<file path="src/rtl/ddr_sim_sequencer.sv">
// DDR simulation sequencer: reset pulse, init wait with timeout, timed traffic run, sticky verdict.
// Optional DDR_SIM_SEQ_SYNC_EN adds two-flop synchronizers on init_done and err_flag.
module ddr_sim_sequencer #(
  parameter int unsigned NUM_CH      = 4,
  parameter int unsigned RST_DLY_CYC = 1,
  parameter int unsigned RST_LEN_CYC = 5,
  parameter int unsigned INIT_TO_CYC = 200000,
  parameter int unsigned RUN_CYC     = 20000,
  parameter int unsigned CNT_W       = 32
) (
  input  logic              clk,
  input  logic              rst,
  input  logic              start,
  input  logic [NUM_CH-1:0] init_done,
  input  logic [NUM_CH-1:0] err_flag,
  output logic              ddr_rstn,
  output logic              busy,
  output logic              done,
  output logic              pass,
  output logic              timeout,
  output logic [NUM_CH-1:0] err_ch,
  output logic [2:0]        state
);

  typedef enum logic [2:0] {
    S_IDLE       = 3'd0,
    S_RST_DLY    = 3'd1,
    S_RST_ASSERT = 3'd2,
    S_WAIT_INIT  = 3'd3,
    S_RUN        = 3'd4,
    S_PASS       = 3'd5,
    S_FAIL       = 3'd6
  } state_t;

  // Zero-length phases behave as one cycle
  localparam int unsigned DLY_N = (RST_DLY_CYC == 0) ? 1 : RST_DLY_CYC;
  localparam int unsigned LEN_N = (RST_LEN_CYC == 0) ? 1 : RST_LEN_CYC;
  localparam int unsigned TO_N  = (INIT_TO_CYC == 0) ? 1 : INIT_TO_CYC;
  localparam int unsigned RUN_N = (RUN_CYC == 0) ? 1 : RUN_CYC;

  localparam logic [CNT_W-1:0] DLY_LD = CNT_W'(DLY_N - 1);
  localparam logic [CNT_W-1:0] LEN_LD = CNT_W'(LEN_N - 1);
  localparam logic [CNT_W-1:0] TO_LD  = CNT_W'(TO_N - 1);
  localparam logic [CNT_W-1:0] RUN_LD = CNT_W'(RUN_N - 1);

  state_t            st;
  logic [CNT_W-1:0]  cnt;
  logic [NUM_CH-1:0] init_s;
  logic [NUM_CH-1:0] err_s;
  logic              init_all;
  logic              cnt_zero;

`ifdef DDR_SIM_SEQ_SYNC_EN
  logic [NUM_CH-1:0] init_q1, init_q2;
  logic [NUM_CH-1:0] err_q1, err_q2;

  // Two-flop synchronizers for the asynchronous status inputs
  always_ff @(posedge clk or posedge rst) begin
    if (rst) begin
      init_q1 <= '0;
      init_q2 <= '0;
      err_q1  <= '0;
      err_q2  <= '0;
    end else begin
      init_q1 <= init_done;
      init_q2 <= init_q1;
      err_q1  <= err_flag;
      err_q2  <= err_q1;
    end
  end

  assign init_s = init_q2;
  assign err_s  = err_q2;
`else
  assign init_s = init_done;
  assign err_s  = err_flag;
`endif

  assign init_all = &init_s;
  assign cnt_zero = (cnt == '0);
  assign state    = st;

  // Sequencer FSM with shared down-counter and registered outputs
  always_ff @(posedge clk or posedge rst) begin
    if (rst) begin
      st       <= S_IDLE;
      cnt      <= '0;
      ddr_rstn <= 1'b1;
      busy     <= 1'b0;
      done     <= 1'b0;
      pass     <= 1'b0;
      timeout  <= 1'b0;
      err_ch   <= '0;
    end else begin
      case (st)
        S_IDLE, S_PASS, S_FAIL: begin
          if (start) begin
            st      <= S_RST_DLY;
            cnt     <= DLY_LD;
            busy    <= 1'b1;
            done    <= 1'b0;
            pass    <= 1'b0;
            timeout <= 1'b0;
            err_ch  <= '0;
          end
        end
        S_RST_DLY: begin
          if (cnt_zero) begin
            st       <= S_RST_ASSERT;
            cnt      <= LEN_LD;
            ddr_rstn <= 1'b0;
          end else begin
            cnt <= cnt - CNT_W'(1);
          end
        end
        S_RST_ASSERT: begin
          if (cnt_zero) begin
            st       <= S_WAIT_INIT;
            cnt      <= TO_LD;
            ddr_rstn <= 1'b1;
          end else begin
            cnt <= cnt - CNT_W'(1);
          end
        end
        S_WAIT_INIT: begin
          // Init completion wins over a simultaneous timeout
          if (init_all) begin
            st  <= S_RUN;
            cnt <= RUN_LD;
          end else if (cnt_zero) begin
            st      <= S_FAIL;
            busy    <= 1'b0;
            done    <= 1'b1;
            timeout <= 1'b1;
          end else begin
            cnt <= cnt - CNT_W'(1);
          end
        end
        S_RUN: begin
          err_ch <= err_ch | err_s;
          if (!init_all) begin
            st   <= S_FAIL;
            busy <= 1'b0;
            done <= 1'b1;
          end else if (cnt_zero) begin
            busy <= 1'b0;
            done <= 1'b1;
            if ((err_ch | err_s) == '0) begin
              st   <= S_PASS;
              pass <= 1'b1;
            end else begin
              st <= S_FAIL;
            end
          end else begin
            cnt <= cnt - CNT_W'(1);
          end
        end
        default: begin
          st       <= S_IDLE;
          ddr_rstn <= 1'b1;
          busy     <= 1'b0;
        end
      endcase
    end
  end

endmodule

</file>
<file path="config.mk">
export PLATFORM = sky130hd
export DESIGN_NAME = ddr_sim_sequencer
export DESIGN_NICKNAME = d
export VERILOG_FILES = /design/src/rtl/ddr_sim_sequencer.sv
export SDC_FILE = /design/constraint.sdc
export NUM_CORES = 1
export LEC_CHECK = 0
export CELL_PAD_IN_SITES_DETAIL_PLACEMENT = 1
export CELL_PAD_IN_SITES_GLOBAL_PLACEMENT = 1
export CORE_MARGIN = 8
export CORE_UTILIZATION = 45
export DETAILED_ROUTE_END_ITERATION = 10
export HOLD_SLACK_MARGIN = 0.08
export PLACE_DENSITY = 0.92
export SKIP_CTS_REPAIR_TIMING = 1
export SLEW_MARGIN = 25
export SYNTH_ARGS = -nofsm -noshare
export SYNTH_HDL_FRONTEND = slang
export SYNTH_SLANG_ARGS = --single-unit
</file>
<file path="constraint.sdc">
create_clock -name clk -period 3.1 [get_ports clk]
set_input_delay 0.465 -clock clk [delete_from_list [all_inputs] [get_ports clk]]
set_output_delay 0.465 -clock clk [all_outputs]
set_load 0.1 [all_outputs]
</file>
==> results of run 1 <==
-- report_power, final --
| part | internal (mW) | total [mW] | switching [mW] |
|---|---|---|---|
| sequential | 0.785 | 1.04 | 0.254 |
| clock | 0.264 | 0.483 | 0.219 |
| combinational | 0.906 | 2.68 | 1.77 |
| total | 1.96 | 4.20 | 2.25 |
-- worst max-delay path: cells and delay by family, from the launching register on --
family,cells,cell delay (ps)
simple gates,3,990
flops,1,570
compound gates,3,1090
-- worst max-delay path by stage --
stage	cells after the start	start	slack, ps	end
detailed placement	7	init_done[2]	300	cnt[17]
CTS	8	cnt[0]	380	cnt[20]
global placement	7	init_done[2]	380	cnt[17]
floorplan	8	state[1]	330	cnt[20]
finish	6	state[2]	380	cnt[5]
global route	8	cnt[0]	140	cnt[20]
-- synthesized netlist by cell type, types with 3 or more instances --
cell type,count,share of area [%]
a211oi_1,3,0.78
a21o_1,3,0.78
a21oi_1,25,4.4
a221o_1,4,1.4
a22o_1,3,0.91
a311oi_1,5,1.5
a31oi_1,7,1.5
and3_1,4,0.87
buf_4,4,1.0
buf_6,3,1.2
clkbuf_1,13,1.7
dfrtp_1,43,37
ha_1,4,1.7
inv_1,8,1.0
nand2_1,22,2.9
nand2b_1,7,1.5
nand3_1,8,1.4
nor2_1,41,5.4
nor3_1,14,2.4
nor4_1,9,2.0
o21ai_0,11,1.9
o21ai_1,5,0.87
o221ai_1,3,0.91
o22ai_1,3,0.65
o31ai_1,5,1.3
or3_1,7,1.5
or4_1,5,1.3
xnor2_1,4,1.2
xor2_1,6,1.8
-- sequential cells by signal, summed over array words and instances, names as in the netlist --
register	flops
pass	1
err_ch	4
state	3
cnt	32
ddr_rstn	1
timeout	1
done	1
busy	1
-- metrics by stage --
stage	util [%]	instance area [um^2]
2_1_floorplan	-	2870
3_3_place_gp	49.7	3120
3_5_place_dp	49.7	3120
4_1_cts	51.6	3240
5_1_grt	51.7	3240
6_report	51.7	3240
-- final cells by class --
| class | instances | area share [%] |
|---|---|---|
| clock buffers | 6 | 2.55 |
| clock inverters | 2 | 1.20 |
| inverters | 9 | 1.08 |
| multi-input cells | 250 | 49.8 |
| flip-flops and latches | 44 | 34.0 |
| well taps | 77 | 2.97 |
| repair buffers | 33 | 8.41 |
-- cell families (layout without fill, tap and decap cells) --
| family | after synthesis | in the layout | share of synthesized area [%] |
|---|---|---|---|
| and+or+nand+nor | 141 | 141 | 28.1 |
| AOI/OAI and AO/OA | 92 | 92 | 22.3 |
| buffers and inverters | 31 | 50 | 5.40 |
| adders and majority gates | 5 | 5 | 2.09 |
| DFF | 44 | 44 | 38.4 |
| muxes | 2 | 2 | 0.697 |
| xor gates and xnor gates | 10 | 10 | 3.05 |
-- routing by layer --
layer  wire length, um  share of wire [%]  GRT usage, %  up-vias
met3               322                3.8          3.59       12
met4               129                1.5          6.15        0
met2              4280                 50          33.9       62
met5                 0                  0             0        -
li1                  -                  -             -     1241
met1              3740                 44          23.2     1358
==> results.json, run 1 <==
{
  "cp.arrival_ps": 2960,
  "ys_ff_latch": 44,
  "place_ws_ps": 304,
  "rows": 29,
  "syn_to_final_growth_pct": 12.9,
  "fill_cells": 744,
  "drtIter0Drc": 106,
  "r2r-start": "state[2]",
  "fmax_mhz": 368,
  "p_leak_nw": 1.41,
  "globalRouteOverflowTotal": 0,
  "worstPathMaxFanout": 11,
  "finalMaxSlewViolations": 0,
  "synth.distinct_cells": 65,
  "timing.rr.end": "cnt[5]",
  "vias": 2673,
  "placed_cells": 413,
  "mostFrequentLayoutCell": "dfrtp_1",
  "startpoint_type": "flip-flop",
  "path_class": "reg -> reg",
  "drc": 0,
  "required_ps": 3350,
  "yosysSeqAreaShare_pct": 38.4,
  "grt_pass1_vias": 2845,
  "final_cells": 421,
  "synth_edf_count": 0,
  "clk_path_buf_depth": 2,
  "min_path_type": "reg -> reg",
  "setup_viol": 0,
  "drt-pass1-iter-count": 4,
  "dp_hpwl_um": 6130,
  "critPathSlowestCell": "dfrtp_1",
  "finalSetupTns_ps": 0,
  "grt_max_degree": 45,
  "cts_buffers": 5,
  "grt_util_all_layers_pct": 19.3,
  "grt_pass1_wl_um": 14100,
  "holdCritStartpoint": "cnt[20]",
  "synth_ff_type": "dfrtp_1",
  "period_needed_ps": 2720,
  "multi_input_area_mm2": 0.00162,
  "max-cap-violations": 0,
  "antenna_found_initial": 0,
  "hold_viol": 0,
  "syn_nets": 340,
  "worstPathCellList": "nor3b_2 > o22ai_1 > nand2b_1 > a31oi_1 > o21ai_0 > nand3_1",
  "relSlewSlack_pct": 46.3,
  "cts.sinks": 44,
  "diodes": 0,
  "status": "finished clean",
  "nNetsFinal": 358,
  "cts_max_level": 2,
  "hold_depth": 1,
  "rsz0062_at_grt": "no",
  "ff_latch_area_mm2": 0.00110,
  "ir_drop_mv": 0.770,
  "clock_latency_ps": 310,
  "io_pins": 23,
  "viasPerCell": 6.35,
  "ctsRootBufferMaster": "clkbuf_8",
  "tightestPinTransition_ps": 805,
  "fin_worst_skew_ps": 9.80,
  "whs_ps": 505,
  "coreArea_mm2": 0.00628,
  "die_area_mm2": 0.00920,
  "cts_tree": "yes",
  "avgSynthCellArea_um2": 8.84,
  "wirelength_um": 8470,
  "syn_inst": 325,
  "synthArstFlopShare_pct": 100,
  "end_kind": "flip-flop",
  "path_clk_slew_ps": 90,
  "power_mw": 4.20,
  "drive_gt1_share_pct": 15.1,
  "wl_per_cell_um": 20.1,
  "gp_congestion": 0.874,
  "r2r_cells": 6,
  "synth_area_mm2": 0.00287,
  "ys_warn_count": 0,
  "start_util_pct": 45.8,
  "mostFrequentLayoutCells": "43 x dfrtp_1, 41 x nor2_1, 25 x a21oi_1, 23 x buf_4, 22 x nand2_1",
  "min_to": "cnt[20]",
  "power_density_mw_per_mm2": 1300,
  "cp_slowest_stage_delay_ps": 570,
  "chipWidth_um": 95.9,
  "io_buffer_count": 22,
  "drtAntennaViolNets": 0,
  "reg2reg_slack_ps": 380,
  "die_h_um": 95.9,
  "period_share_pct": 87.7,
  "setup_ws_ps": 382
}
(Power assumes the default switching activity.)
==> run 2, diff against run 1 <==
--- a/config.mk
+++ b/config.mk
@@ -17,3 +17,4 @@
 export SYNTH_ARGS = -nofsm -noshare
 export SYNTH_HDL_FRONTEND = slang
 export SYNTH_SLANG_ARGS = --single-unit
+export TNS_END_PERCENT = 10
==> results of run 2 <==
Same layout as run 1: the final DEF is identical, and so are final timing and power.
==> run 3, diff against run 2 <==
--- a/config.mk
+++ b/config.mk
@@ -9,6 +9,7 @@
 export CELL_PAD_IN_SITES_GLOBAL_PLACEMENT = 1
 export CORE_MARGIN = 8
 export CORE_UTILIZATION = 45
+export CTS_CLUSTER_SIZE = 10
 export DETAILED_ROUTE_END_ITERATION = 10
 export HOLD_SLACK_MARGIN = 0.08
 export PLACE_DENSITY = 0.92
==> results of run 3 <==
Same layout as run 1: the final DEF is identical, and so are final timing and power.
